===== src/rtl/clkrst_monitor_if.sv =====
// Signal bundle between the clock/reset generator side and clkrst_monitor.
// The master drives the monitored reset and halt; the slave is the monitor.
interface clkrst_monitor_if #(
  parameter int CNT_W = 32
);
  logic             mon_reset_n;
  logic             halt;
  logic             core_reset_n;
  logic             run_active;
  logic [CNT_W-1:0] rst_len;
  logic             rst_short_err;
  logic             timeout;
  logic             halted;
  logic [CNT_W-1:0] cycle_count;

  modport master (
    output mon_reset_n, halt,
    input  core_reset_n, run_active, rst_len, rst_short_err, timeout, halted, cycle_count
  );

  modport slave (
    input  mon_reset_n, halt,
    output core_reset_n, run_active, rst_len, rst_short_err, timeout, halted, cycle_count
  );
endinterface


===== src/rtl/clkrst_monitor.sv =====
// Synchronizes and measures the generator's active-low reset, stretches its
// release to the core and supervises the run window (halt or cycle timeout).
module clkrst_monitor #(
  parameter int SYNC_STAGES    = 2,
  parameter int MIN_RST_CYCLES = 50,
  parameter int STRETCH_CYCLES = 16,
  parameter int RUN_CYCLES     = 5000000,
  parameter int CNT_W          = 32
) (
  input  logic             clk,
  input  logic             reset,
  clkrst_monitor_if.slave  mon
);

  localparam int SCNT_W = (STRETCH_CYCLES > 1) ? $clog2(STRETCH_CYCLES) : 1;
  localparam logic [CNT_W-1:0]  MIN_W     = CNT_W'(MIN_RST_CYCLES);
  localparam logic [CNT_W-1:0]  RUN_LAST  = CNT_W'(RUN_CYCLES - 1);
  localparam logic [CNT_W-1:0]  RUN_FULL  = CNT_W'(RUN_CYCLES);
  localparam logic [SCNT_W-1:0] SCNT_LAST = SCNT_W'(STRETCH_CYCLES - 1);

  typedef enum logic [2:0] {
    ST_ASSERT,
    ST_STRETCH,
    ST_RUN,
    ST_HALTED,
    ST_TIMEOUT
  } state_t;

  function automatic logic [CNT_W-1:0] sat_inc(input logic [CNT_W-1:0] v);
    return (v == '1) ? v : v + 1'b1;
  endfunction

  logic [SYNC_STAGES-1:0] sync_p;
  logic [SYNC_STAGES-1:0] sync_vld_p;
  logic                   s_rst_n;

  state_t             state_q, state_d;
  logic [CNT_W-1:0]   wcnt_q, wcnt_d;
  logic [SCNT_W-1:0]  scnt_q, scnt_d;
  logic               core_q, core_d;
  logic               run_q, run_d;
  logic [CNT_W-1:0]   rst_len_q, rst_len_d;
  logic               short_q, short_d;
  logic               timeout_q, timeout_d;
  logic               halted_q, halted_d;
  logic [CNT_W-1:0]   cc_q, cc_d;

  // ---- synchronizer stages ----
  always_ff @(posedge clk or posedge reset) begin
    if (reset) begin
      sync_p     <= '0;
      sync_vld_p <= '0;
    end else begin
      sync_p     <= {sync_p[SYNC_STAGES-2:0], mon.mon_reset_n};
      sync_vld_p <= {sync_vld_p[SYNC_STAGES-2:0], 1'b1};
    end
  end

  // Zeros left in the chain by reset are not a real low pulse; a valid token
  // travels with the data so the first genuine sample is measured exactly.
  assign s_rst_n = sync_p[SYNC_STAGES-1] | ~sync_vld_p[SYNC_STAGES-1];

  // ---- supervisor state and counters ----
  always_ff @(posedge clk or posedge reset) begin
    if (reset) begin
      state_q   <= ST_ASSERT;
      wcnt_q    <= '0;
      scnt_q    <= '0;
      core_q    <= 1'b0;
      run_q     <= 1'b0;
      rst_len_q <= '0;
      short_q   <= 1'b0;
      timeout_q <= 1'b0;
      halted_q  <= 1'b0;
      cc_q      <= '0;
    end else begin
      state_q   <= state_d;
      wcnt_q    <= wcnt_d;
      scnt_q    <= scnt_d;
      core_q    <= core_d;
      run_q     <= run_d;
      rst_len_q <= rst_len_d;
      short_q   <= short_d;
      timeout_q <= timeout_d;
      halted_q  <= halted_d;
      cc_q      <= cc_d;
    end
  end

  always_comb begin
    state_d   = state_q;
    wcnt_d    = wcnt_q;
    scnt_d    = scnt_q;
    core_d    = core_q;
    run_d     = run_q;
    rst_len_d = rst_len_q;
    short_d   = short_q;
    timeout_d = timeout_q;
    halted_d  = halted_q;
    cc_d      = cc_q;

    if (!s_rst_n && state_q != ST_ASSERT) begin
      // The re-assertion cycle is itself the first low cycle of the new pulse.
      state_d = ST_ASSERT;
      wcnt_d  = {{(CNT_W-1){1'b0}}, 1'b1};
      core_d  = 1'b0;
      run_d   = 1'b0;
    end else begin
      unique case (state_q)
        ST_ASSERT: begin
          if (!s_rst_n) begin
            wcnt_d = sat_inc(wcnt_q);
          end else if (wcnt_q != '0) begin
            rst_len_d = wcnt_q;
            wcnt_d    = '0;
            if (wcnt_q < MIN_W) begin
              short_d = 1'b1;
            end else begin
              state_d = ST_STRETCH;
              scnt_d  = '0;
            end
          end
        end
        ST_STRETCH: begin
          scnt_d = scnt_q + 1'b1;
          if (scnt_q == SCNT_LAST) begin
            state_d = ST_RUN;
            core_d  = 1'b1;
            run_d   = 1'b1;
            cc_d    = '0;
          end
        end
        ST_RUN: begin
          if (mon.halt) begin
            halted_d = 1'b1;
            run_d    = 1'b0;
            state_d  = ST_HALTED;
          end else if (cc_q == RUN_LAST) begin
            cc_d      = RUN_FULL;
            timeout_d = 1'b1;
            run_d     = 1'b0;
            state_d   = ST_TIMEOUT;
          end else begin
            cc_d = cc_q + 1'b1;
          end
        end
        default: begin
        end
      endcase
    end
  end

  assign mon.core_reset_n  = core_q;
  assign mon.run_active    = run_q;
  assign mon.rst_len       = rst_len_q;
  assign mon.rst_short_err = short_q;
  assign mon.timeout       = timeout_q;
  assign mon.halted        = halted_q;
  assign mon.cycle_count   = cc_q;

endmodule


===== src/flat_wrapper.sv =====
// flat-port wrapper written by rule: the top's interface ports become plain ports
module clkrst_monitor_flat 
#(
  parameter int SYNC_STAGES    = 2,
  parameter int MIN_RST_CYCLES = 50,
  parameter int STRETCH_CYCLES = 16,
  parameter int RUN_CYCLES     = 5000000,
  parameter int CNT_W          = 32
)
  (clk, reset, mon_mon_reset_n, mon_halt, mon_core_reset_n, mon_run_active, mon_rst_len, mon_rst_short_err, mon_timeout, mon_halted, mon_cycle_count);
  clkrst_monitor_if #(.CNT_W(CNT_W)) mon_i ();
  input  logic clk;
  input  logic reset;
  input wire logic [$bits(mon_i.mon_reset_n)-1:0] mon_mon_reset_n;
  input wire logic [$bits(mon_i.halt)-1:0] mon_halt;
  output wire logic [$bits(mon_i.core_reset_n)-1:0] mon_core_reset_n;
  output wire logic [$bits(mon_i.run_active)-1:0] mon_run_active;
  output wire logic [$bits(mon_i.rst_len)-1:0] mon_rst_len;
  output wire logic [$bits(mon_i.rst_short_err)-1:0] mon_rst_short_err;
  output wire logic [$bits(mon_i.timeout)-1:0] mon_timeout;
  output wire logic [$bits(mon_i.halted)-1:0] mon_halted;
  output wire logic [$bits(mon_i.cycle_count)-1:0] mon_cycle_count;
  assign mon_i.mon_reset_n = mon_mon_reset_n;
  assign mon_i.halt = mon_halt;
  assign mon_core_reset_n = mon_i.core_reset_n;
  assign mon_run_active = mon_i.run_active;
  assign mon_rst_len = mon_i.rst_len;
  assign mon_rst_short_err = mon_i.rst_short_err;
  assign mon_timeout = mon_i.timeout;
  assign mon_halted = mon_i.halted;
  assign mon_cycle_count = mon_i.cycle_count;
  clkrst_monitor #(.SYNC_STAGES(SYNC_STAGES), .MIN_RST_CYCLES(MIN_RST_CYCLES), .STRETCH_CYCLES(STRETCH_CYCLES), .RUN_CYCLES(RUN_CYCLES), .CNT_W(CNT_W)) u_core (.clk(clk), .reset(reset), .mon(mon_i));
endmodule

===== config.mk =====
export PLATFORM = sky130hd
export DESIGN_NAME = clkrst_monitor_flat
export DESIGN_NICKNAME = d
export VERILOG_FILES = /design/src/rtl/clkrst_monitor_if.sv /design/src/rtl/clkrst_monitor.sv /design/src/flat_wrapper.sv
export SDC_FILE = /design/constraint.sdc
export NUM_CORES = 1
export LEC_CHECK = 0
export CORE_MARGIN = 1
export CORE_UTILIZATION = 60
export CTS_CLUSTER_DIAMETER = 100
export DETAILED_ROUTE_END_ITERATION = 16
export PLACE_DENSITY = 0.85
export SLEW_MARGIN = 15
export SYNTH_ARGS = -nofsm -noshare
export SYNTH_HDL_FRONTEND = slang
export SYNTH_SLANG_ARGS = --single-unit

===== constraint.sdc =====
create_clock -name clk -period 6.4 [get_ports clk]
set_input_delay 0.64 -clock clk [delete_from_list [all_inputs] [get_ports clk]]
set_output_delay 0.64 -clock clk [all_outputs]
set_load 0.01 [all_outputs]

== Word-level counts from Yosys, hierarchy flattened ==
Cells that the tools add are included.

* $mul: 0
* $add $sub $neg: 3
* Bitwise gates (word level): 4
* Equality and inequality tests: 17
* Shifts and indexed selects: 0
* Multiplexer cells: 28
* Magnitude comparators: 1
* Reduce and logical (&&, ||, !) cells: 22
* Div/mod/pow operators: 0

{| class="wikitable"
|+ Operator list
! kind !! number
|-
| $mux 32 || 8
|-
| $add 32x1->32 const B || 2
|-
| $pmux 32 s2 || 1
|-
| $eq 32x23->1 const B || 1
|-
| $eq 32x32->1 const B || 1
|-
| $lt 32x6->1 const B || 1
|-
| $reduce_bool 32->1 || 1
|-
| $mux 3 || 7
|-
| $mux 4 || 3
|-
| $ne 3x1->1 const B || 4
|-
| $reduce_and 4->1 || 3
|-
| $reduce_and 5->1 || 2
|-
| $reduce_bool 2->1 || 5
|-
| $pmux 3 s3 || 1
|-
| $reduce_and 3->1 || 3
|-
| $pmux 4 s2 || 1
|-
| $mux 1 || 6
|-
| $ne 2x1->1 const B || 3
|-
| $reduce_and 6->1 || 1
|-
| $reduce_bool 3->1 || 2
|-
| $add 4x1->4 const B || 1
|-
| $eq 4x4->1 const B || 1
|-
| $ne 2x2->1 const B || 2
|-
| $ne 4x2->1 const B || 1
|-
| other kinds (12) || 14
|}

* Memories: 0
* Output and inout port bits: 69
* Memory bits (read-only): 0
* Bits in writable memories: 0
* Bits in latches: 0
* Register bits: 112
* Bits of input ports: 4

== Depth between registers and ports, before layout ==
Gate-level depths: netlist of the first run.

* Depth after elaboration: 6
* Depth in mapped cells: 10
* Gate-level depth less buffers: 8

== Least setup slack after synthesis of the first run ==
Ideal clock, no wire load.

* Kind: flip-flop to flip-flop
* Start: register u_core.cc_q[12] (netlist: u_core.mon.cycle_count[12])
* End: register u_core.cc_q[30] (netlist: u_core.mon.cycle_count[30])
* Stages on the path, launching flop included: 7
* Buffers on the path: 0
* Arrival: 2.196 ns
* Setup time: 0.133 ns
* Clock period less this slack: 2.330 ns
* Setup slack: 4.070 ns
* Required time: 6.267 ns
* Cells stage by stage: dfrtp_1 or4_1 or4_4 o31ai_4 nor2_4 a31oi_1 a31oi_1

* Cells in the longest elaborated chain, start to end: 4
* Elaborated cells between the ends (all ways): 5
* Classes of those cells: 1 x add/sub; 1 x eq/ne; 3 x mux

{| class="wikitable"
|+ Ends and longest elaborated chain
! what !! RTL line !! RTL
|-
| from (decl) || clkrst_monitor.sv:46 || <nowiki>logic [CNT_W-1:0] cc_q, cc_d;</nowiki>
|-
| from (signal assigned) || clkrst_monitor.sv:75 || <nowiki>cc_q <= '0;</nowiki>
|-
| from (signal assigned) || clkrst_monitor.sv:86 || <nowiki>cc_q <= cc_d;</nowiki>
|-
| $add 32x1->32 / $eq 32x23->1 (equally long branches) || clkrst_monitor.sv:144, clkrst_monitor.sv:138 ||
|-
| $mux 32 (*) || clkrst_monitor.sv:138 || <nowiki>end else if (cc_q == RUN_LAST) begin</nowiki>
|-
| $mux 32 (*) || clkrst_monitor.sv:134 || <nowiki>if (mon.halt) begin</nowiki>
|-
| $pmux 32 s2 (*) || clkrst_monitor.sv:109 || <nowiki>unique case (state_q)</nowiki>
|}

Mark *: on every way between the ends. The rest lies on a longest branch, timed or not. The select of a mux whose other input is x is not followed.
A chain may end at the register's enable or synchronous reset.

== Final worst setup path of the first run ==
* Start: register u_core.wcnt_q[30]
* End: register u_core.wcnt_q[24]

* Cells in the longest elaborated chain, start to end: 3
* Elaborated cells between the ends (all ways): 5
* Classes of those cells: 3 x eq/ne; 2 x reduce/logical

{| class="wikitable"
|+ Ends and longest elaborated chain
! what !! RTL line !! RTL
|-
| from (decl) || clkrst_monitor.sv:38 || <nowiki>logic [CNT_W-1:0] wcnt_q, wcnt_d;</nowiki>
|-
| from (signal assigned) || clkrst_monitor.sv:78 || <nowiki>wcnt_q <= wcnt_d;</nowiki>
|-
| $eq 32x32->1 / $reduce_bool 32->1 (equally long branches) || clkrst_monitor.sv:30, clkrst_monitor.sv:113 ||
|-
| $ne 3x1->1 (no line) / $ne 3x3->1 (equally long branches) || -- ||
|-
| $reduce_and 3->1 (no line) (*) || -- ||
|}

Mark *: on every way between the ends. The rest lies on a longest branch, timed or not.

==> results of run 1 <==
[registers in the layout, summed over array words and instances, names as in the netlist, 2 cells and up]
register and count:
u_core.sync_vld_p 2, u_core.wcnt_q 32, u_core.state_q 3, u_core.mon.cycle_count 32
u_core.mon.rst_len 32, u_core.scnt_q 4, u_core.sync_p 2
[stage by stage]
stage	cells	setup WS, ns	hold WS [ns]	cell area [um2]	power, mW
2_1_floorplan	666	2.80	0.331	5830	1.20
3_3_place_gp	835	3.35	0.334	6580	1.35
3_5_place_dp	835	3.31	0.350	6580	1.38
4_1_cts	851	3.33	0.370	6760	1.77
5_1_grt	851	3.04	0.379	6760	1.88
6_report	851	3.24	0.368	6760	1.77
[cells in the mapped netlist (all sizes together), types with 2 or more instances]
master | number | area [um2]
xor2 | 3 | 26.3
a211oi | 4 | 30.0
a21o | 2 | 16.3
a31oi | 13 | 81.3
o41ai | 2 | 17.5
or4 | 15 | 120
and4 | 6 | 52.6
nor2 | 57 | 234
nor4 | 22 | 159
o21ai | 43 | 215
o211ai | 4 | 30.0
nor3 | 21 | 121
or3 | 3 | 18.8
buf | 17 | 98.8
ha | 4 | 50.1
o2bb2ai | 3 | 26.3
xnor2 | 17 | 149
nand3 | 24 | 125
a22o | 4 | 35.0
nand3b | 2 | 15.0
and3 | 9 | 56.3
nand2b | 6 | 37.5
o21a | 4 | 30.0
nor3b | 2 | 15.0
inv | 15 | 56.3
o31ai | 12 | 104
a41oi | 2 | 17.5
nand2 | 147 | 552
nand4 | 24 | 150
a2111oi | 6 | 52.6
dfrtp | 112 | 2800
a21oi | 24 | 120
clkbuf | 18 | 70.1
and2 | 5 | 32.5
[per-layer routing]
layer	track usage, %	part of all wire (%)	up-vias
met5	0	0	-
met4	9.48	1.9	0
met3	4.92	8.9	40
met2	47.4	45	293
met1	47.0	44	2627
li1	-	-	2486
[worst reg2reg max path, cell delays in order, from the launching register on]
cell,delay [ns]
dfrtp_1,0.48
nor4_1,0.39
nand4_1,0.32
o21ai_1,0.69
and2_1,0.84
or4_1,0.23
a21oi_1,0.07
[power by group through the flow]
| stage | registers (mW) | logic, mW | clock network [mW] |
|---|---|---|---|
| detailed placement | 0.855 | 0.522 | 0 |
| global placement | 0.853 | 0.500 | 0 |
| floorplan | 0.845 | 0.355 | 0 |
| finish | 0.846 | 0.525 | 0.401 |
| global route | 0.855 | 0.581 | 0.443 |
| CTS | 0.843 | 0.521 | 0.408 |
[logic make-up after synthesis]
kind of cell    count (synthesis)  synth area share [%]
fa+ha+maj                       4                 0.858
mux                             1                 0.172
simple gates                  347                  29.5
other cells                     1                0.0643
xor+xnor                       20                  3.00
compound gates                131                  14.5
buf+inv                        50                  3.86
flops                         112                  48.1
[cell usage in the layout, fill, tap and decap left out, types with 4 or more instances in the layout]
cell and count:
nand2_1 147, dfrtp_1 112, clkdlybuf4s50_1 72, nor2_1 53
o21ai_0 29, nand4_1 24, a21oi_1 24, nand3_1 23
nor4_1 20, nor3_1 19, xnor2_1 17, inv_1 14
a31oi_1 13, or4_1 13, o21ai_1 12, o31ai_1 11
clkbuf_8 10, and3_1 9, nand2b_1 6, and4_1 6
a2111oi_0 6, o21a_1 4, o211ai_1 4, and2_1 4
a211oi_1 4, a22o_1 4, ha_1 4
[cell type report]
cell class	count	area, um2
fillers	726	2570
clock inverters	6	42.5
inverters	15	58.8
well taps	129	161
clock buffers	10	138
flip-flops and latches	112	2800
multi-input cells	504	2810
repair buffers	75	747
[final timing paths]
kind	from	end	slack, ns	cells past startpoint
min in group asynchronous	reset	u_core.scnt_q[1]	0.57	2
worst min-delay path	u_core.sync_vld_p[0]	u_core.sync_vld_p[1]	0.37	0
max in group asynchronous	reset	u_core.wcnt_q[28]	4.76	3
worst max-delay path	u_core.wcnt_q[30]	u_core.wcnt_q[24]	3.24	6
worst max register to register	u_core.wcnt_q[30]	u_core.wcnt_q[24]	3.24	6
worst min register to register	u_core.sync_vld_p[0]	u_core.sync_vld_p[1]	0.37	0
==> impl_metrics.toml, run 1 <==
[clock_tree]
numCtsBuffers = 9
htree_levels = 3
clockRootBuffer = "clkbuf_8"
clock_latency_ns = 0.39
clockBufferDepth = 2
clk_pin_slew_worst_paths_ns = 0.10
cts_sinks = 112
cts_resized = 0
cts_setup_buffers = 0
cts_hold_buf = 0
cts_tree = "yes"

[floorplanning]
io_pins = 73
start_util_pct = 62.5
dieArea_um2 = 10100
die_x_um = 101
core-area_um2 = 9330
chipHeight_um = 101
rows = 35

[power]
seqPwrFrac_pct = 47.7
switching_share_pct = 39.0
power_density_nw_per_um2 = 262
p_switching_uw = 692
p_int_mw = 1.08
irDropWorstVdd_v = 0.000142
leakagePower_nw = 2.85
p_clk_share_pct = 22.6
comb_power_share_pct = 29.6

[cells_and_area]
drive_gt1_share_pct = 5.26
final_core_util_pct = 72.5
area_growth_pct = 15.9
antennaDiodeCount = 0
final_nets = 725

[drt]
drt_iter0_drc = 409
firstDrtPassIters = 5
routed_wl_um = 14900
ant_nets = 0
vias = 5446
drc = 0
route.detailed.wl_per_inst_um = 17.5
vias_per_cell = 6.40

[timing]
skew_ns = 0.0138
drv_slew = 0
timing.fmax_ghz = 0.316
rsz0062_at_grt = "no"
setup_tns_ns = 0
slew_headroom_pct = 31.2
period_needed_ns = 3.16
setup_viol = 0
hold_viol = 0
fin_crit_sh_pct = 49.4
tightest_slew_ns = 1.03

[grt]
track_usage_pct = 31.4
grt_pass1_vias = 4933
grt_pass1_wl_um = 24800
grt_max_degree = 86
antenna_found_initial = 0
grt_overflow_total = 0

[place]
routabilityCongestion = 0.947
port_buffers = 72
dp_hpwl_um = 10200

[flow_run]
cap_violations = 0

[setup_path]
max_stage_delay_ns = 0.84
critPathBufInv = 0
crit_arrival_ns = 3.39
crit_path_cell_trace = "nor4_1 > nand4_1 > o21ai_1 > and2_1 > or4_1 > a21oi_1"
crit_fanout = 29
cp_top_family = "simple AND/OR/NAND/NOR gates"
worstSetupPathType = "flip-flop to flip-flop"
cp_data_required_time_ns = 6.62
critPathSlowestCell = "and2_1"
worst_setup_path_end_kind = "flip-flop"
start_kind = "flip-flop"

[synth]
yosysSeqAreaShare_pct = 48.1
synth_top_flop_cell = "dfrtp_1"
avgSynthCellArea_um2 = 8.76
netlist_area_um2 = 5830
synth_seq_cells = 112
synth-edff-count = 0
synthCells = 666
async_flop_share_pct = 100
synth_nets = 674
ys_types = 64
synth_warnings = 0

[worst_hold_path]
hold_class = "flip-flop to flip-flop"

[run_status]
status = "complete, no violations"
Note: power is estimated with default switching activity, not from simulation.
==> inputs of run 2 (changes only) <==
Settings changed: CORE_UTILIZATION 60 to 56, PLACE_DENSITY 0.85 to 0.8.
Clock period 6.4 ns to 3.3 ns, I/O delays scaled along.
==> run 2 against run 1 <==
  * Sequential share of layout area shrank 0.63 points
  * Design area grew 1.6%
  * Cell count grew 1.5%
  * Largest power group unchanged
==> impl_metrics.toml, run 2 (same netlist as run 1, synthesis figures left out) <==
[grt]
grt_overflow_total = 0
grt_max_degree = 45
grt_pass1_wl_um = 25200
antenna_found_initial = 0
track_usage_pct = 28.8
grt_pass1_vias = 4941

[clock_tree]
clockBufferDepth = 2
clock_latency_ns = 0.37
cts_setup_buffers = 0
htree_levels = 3
cts_tree = "yes"
cts_hold_buf = 0
cts_sinks = 112
clockRootBuffer = "clkbuf_8"
clk_pin_slew_worst_paths_ns = 0.10
cts_resized = 0
numCtsBuffers = 9

[run_status]
status = "complete, no violations"

[cells_and_area]
final_core_util_pct = 69.0
final_nets = 734
antennaDiodeCount = 0
final_cell_mix = "147 x nand2_1, 112 x dfrtp_1, 72 x clkdlybuf4s50_1"
final_common_cell = "nand2_1"
area_growth_pct = 17.7
drive_gt1_share_pct = 6.16

[setup_path]
regToRegEndpoint = "u_core.wcnt_q[14]"
start_kind = "flip-flop"
critPathSlowestCell = "nor4_4"
crit_arrival_ns = 2.91
cp_top_family = "simple AND/OR/NAND/NOR gates"
worstReg2RegStart = "u_core.wcnt_q[0]"
max_stage_delay_ns = 0.64
critPathBufInv = 0
worst_setup_path_end_kind = "flip-flop"
r2r_slack_ns = 0.65
crit_fanout = 10
worstSetupPathType = "flip-flop to flip-flop"
r2r_cells = 7
crit_path_cell_trace = "ha_1 > nand3_2 > or4_4 > nor4_4 > a2111oi_0 > xnor2_1 > nor2_1"
cp_data_required_time_ns = 3.56

[power]
power_density_nw_per_um2 = 518
leakagePower_nw = 2.91
finalPower_mw = 3.56
irDropWorstVdd_v = 0.000461

[timing]
fin_ws_ns = 0.647
timing.fmax_ghz = 0.377
tightest_slew_ns = 0.789
period_needed_ns = 2.65
rsz0062_at_grt = "no"
setup_tns_ns = 0
hold_viol = 0
skew_ns = 0.00959
drv_slew = 0
whs_ns = 0.359
fin_crit_sh_pct = 80.4
setup_viol = 0
slew_headroom_pct = 47.1

[floorplanning]
chipHeight_um = 104
rows = 36
dieArea_um2 = 10800
start_util_pct = 58.6
die_x_um = 104
core-area_um2 = 9950
io_pins = 73

[worst_hold_path]
whs_endpoint = "u_core.sync_p[1]"
hold_class = "flip-flop to flip-flop"
hold_depth = 0
hp-start = "u_core.sync_p[0]"

[drt]
routed_wl_um = 15000
vias = 5405
drt_iter0_drc = 553
vias_per_cell = 6.26
drc = 0
route.detailed.wl_per_inst_um = 17.4
firstDrtPassIters = 5
ant_nets = 0

[place]
dp_hpwl_um = 10500
place_ws_ns = 0.711
routabilityCongestion = 0.925
port_buffers = 72

[flow_run]
cap_violations = 0
==> run 2: cell types whose count changed in the layout (fill, tap and decap cells not counted), sizes merged <==
| cell | previous run | this run |
|---|---|---|
| clkbuf | 10 | 12 |
| clkinv | 3 | 0 |
| clkinvlp | 2 | 3 |
| bufinv | 0 | 1 |
| buf | 3 | 12 |
| inv | 16 | 15 |
==> run 2: report_power, final <==
group / leakage, nW / total [mW] / switching (mW) / internal [mW]
sequential: 1.53 / 1.65 / 0.166 / 1.48
clock: 0.0948 / 0.842 / 0.449 / 0.393
combinational: 1.28 / 1.07 / 0.702 / 0.367
==> run 2: area by class of cell <==
cell class                      count  area [um2]
Clock buffer                       12         155
Clock inverter                      4        52.6
Fill cell                         787        3090
Inverter                           15        58.8
Multi-Input combinational cell    504        2810
Sequential cell                   112        2800
Tap cell                          133         166
Timing Repair Buffer               84         823
==> run 2: layer usage <==
layer	part of all wire (%)	wire, um	up-vias	track usage [%]
met1	45	6720	2605	43.9
met2	46	6880	277	44.2
met5	0	0	-	0
li1	-	-	2504	-
met3	8.2	1230	19	2.63
met4	1.1	167	0	7.86
==> run 2: through the flow <==
stage / cells / area (um2)
after CTS: 864 / 6870
after detailed placement: 848 / 6660
after floorplan: 666 / 5830
after global routing: 864 / 6870
final: 864 / 6870
after global placement: 848 / 6660
==> run 2: worst max-delay path by stage <==
stage,endpoint,cells after the start,slack [ns],from
CTS,u_core.wcnt_q[28],7,0.68,u_core.wcnt_q[0]
global route,u_core.wcnt_q[25],7,0.47,u_core.wcnt_q[0]
detailed placement,u_core.wcnt_q[23],7,0.71,u_core.wcnt_q[0]
global placement,u_core.wcnt_q[25],7,0.78,u_core.wcnt_q[0]
floorplan,u_core.mon.core_reset_n,1,0.01,reset
finish,u_core.wcnt_q[14],7,0.65,u_core.wcnt_q[0]
==> inputs of run 3 (changes only) <==
Settings changed: CORE_UTILIZATION 56 to 50, PLACE_DENSITY 0.8 to 0.76.
Clock period 3.3 ns to 2.2 ns, I/O delays scaled along.
==> run 3 against run 2 <==
  * The run now ends with setup timing left
  * Via count up 10%
  * Hold slack got worse by 0.063 ns
  * Clock power rose by 100%
  * Sequential power increased by 45%
  * Critical path depth up 1
  * Core utilization increased by 1.8 points
  * Non-clock buffer count is 107 higher
  * Die area increased by 12%
  * Critical endpoint is now u_core.mon.cycle_count[17]
==> impl_metrics.toml, run 3 (same netlist as run 1, synthesis figures left out) <==
[timing]
tightest_slew_ns = 0.601
rsz0062_at_grt = "yes"
setup_tns_ns = -0.126
skew_ns = 0.00461
period_needed_ns = 2.25
hold_viol = 0
setup_viol = 7
fin_crit_sh_pct = 102
drv_slew = 0
whs_ns = 0.296
timing.fmax_ghz = 0.445
fin_ws_ns = -0.0465
slew_headroom_pct = 59.9

[setup_path]
cp_top_family = "simple AND/OR/NAND/NOR gates"
r2r_cells = 8
worst_setup_path_end_kind = "flip-flop"
crit_path_cell_trace = "or4_4 > or4_4 > o31ai_4 > buf_6 > buf_6 > a21oi_2 > o21ai_1 > o31ai_1"
crit_fanout = 5
cp_data_required_time_ns = 2.44
critPathBufInv = 2
regToRegEndpoint = "u_core.mon.cycle_count[17]"
start_kind = "flip-flop"
crit_arrival_ns = 2.49
worstReg2RegStart = "u_core.mon.cycle_count[12]"
worstSetupPathType = "flip-flop to flip-flop"
max_stage_delay_ns = 0.52
r2r_slack_ns = -0.05
critPathSlowestCell = "or4_4"

[clock_tree]
htree_levels = 3
cts_sinks = 112
clk_pin_slew_worst_paths_ns = 0.07
clockRootBuffer = "clkbuf_16"
cts_tree = "yes"
clock_latency_ns = 0.36
numCtsBuffers = 9
cts_hold_buf = 0
clockBufferDepth = 2

[run_status]
status = "complete, but fails checks"
violations = "setup timing"

[floorplanning]
core-area_um2 = 11400
io_pins = 73
start_util_pct = 51.3
dieArea_um2 = 12100
die_x_um = 110
chipHeight_um = 110
rows = 39

[place]
routabilityCongestion = 0.945
dp_hpwl_um = 12100
place_area_um2 = 7440
port_buffers = 72

[grt]
grt_pass1_vias = 5669
grt_pass1_wl_um = 27600
grt_overflow_total = 0
track_usage_pct = 29.9
antenna_found_initial = 0
grt_max_degree = 113

[drt]
route.detailed.wl_per_inst_um = 17.8
vias = 5960
routed_wl_um = 17500
drt_iter0_drc = 676
drc = 0
vias_per_cell = 6.06
firstDrtPassIters = 5
ant_nets = 0

[power]
power_density_nw_per_um2 = 781
leakagePower_nw = 3.56
finalPower_mw = 6.29
irDropWorstVdd_v = 0.000535

[worst_hold_path]
whs_endpoint = "u_core.sync_p[0]"
hold_class = "input port to flip-flop"
hp-start = "mon_mon_reset_n"
hold_depth = 1

[cells_and_area]
area_growth_pct = 38.0
finalInstanceArea_um2 = 8050
n_fill_cell = 879
final_nets = 844
final_common_cell = "nand2_1"
drive_gt1_share_pct = 22.5
antennaDiodeCount = 0
final_cell_mix = "145 x nand2_1, 111 x dfrtp_1, 109 x buf_4"

[flow_run]
cap_violations = 0
[run 3: cell count changes in the layout (fill, tap and decap cells not counted), sizes merged]
cell / delta
clkbuf: +1
inv: -1
clkinv: +2
nand2: +1
nor2: +2
buf: +107
clkinvlp: -2
[run 3: what timing repair did]
item	CTS	global route
setup endpoints to repair	13	70
endpoints found under the hold margin	0	0
pin swaps	6	18
setup buffers	5	6
resized for setup	11	42
cloned	1	2
[run 3: metal layers]
layer  share of wire (%)  wire [um]  global-route usage [%]  up-vias
met5                   0          0                       0        -
met4                 2.5        433                    13.3        0
met3                 6.6       1150                    4.53       41
met2                  49       8590                    48.5      271
met1                  42       7370                    39.8     2911
li1                    -          -                       -     2737
[run 3: worst register-to-register path, cell delays in order (launching register included)]
cell     delay (ns)
dfrtp_2        0.43
or4_4          0.52
or4_4          0.47
o31ai_4        0.22
buf_6          0.15
buf_6          0.11
a21oi_2        0.03
o21ai_1        0.12
o31ai_1        0.08
[run 3: final cells by class]
type	instances	area [um2]	share of cell area, %
Clock buffer	13	260	3.23
Timing Repair Buffer	191	1690	21.0
Tap cell	143	179	2.22
Sequential cell	112	2800	34.8
Inverter	15	60.1	0.746
Clock inverter	3	40.0	0.497
Multi-Input combinational cell	507	3020	37.5
[run 3: per-stage QoR]
| step | std cells | worst slack [ns] | utilization, % |
|---|---|---|---|
| CTS | 976 | -0.0213 | 68.8 |
| finish | 984 | -0.0465 | 70.8 |
| global placement | 954 | -0.0581 | 65.5 |
| detailed placement | 954 | -0.0441 | 65.5 |
| global route | 984 | -0.114 | 70.8 |
| floorplan | 666 | 0.00165 | - |
[run 3: worst max-delay path by stage]
stage / end / depth (start not counted) / startpoint / slack, ns
after floorplan: u_core.mon.cycle_count[30] / 6 / u_core.mon.cycle_count[12] / 0.002
after global placement: u_core.wcnt_q[16] / 7 / u_core.wcnt_q[23] / -0.06
after detailed placement: u_core.mon.cycle_count[17] / 7 / u_core.mon.cycle_count[12] / -0.04
after CTS: u_core.mon.cycle_count[17] / 8 / u_core.mon.cycle_count[12] / -0.02
after global routing: u_core.wcnt_q[26] / 8 / u_core.wcnt_q[7] / -0.11
final: u_core.mon.cycle_count[17] / 8 / u_core.mon.cycle_count[12] / -0.05
[run 3: report_power, final]
group	switching, mW	total [mW]	leakage (nW)	internal [mW]
clock	0.737	1.68	0.150	0.943
sequential	0.172	2.40	1.53	2.22
combinational	1.31	2.21	1.88	0.902
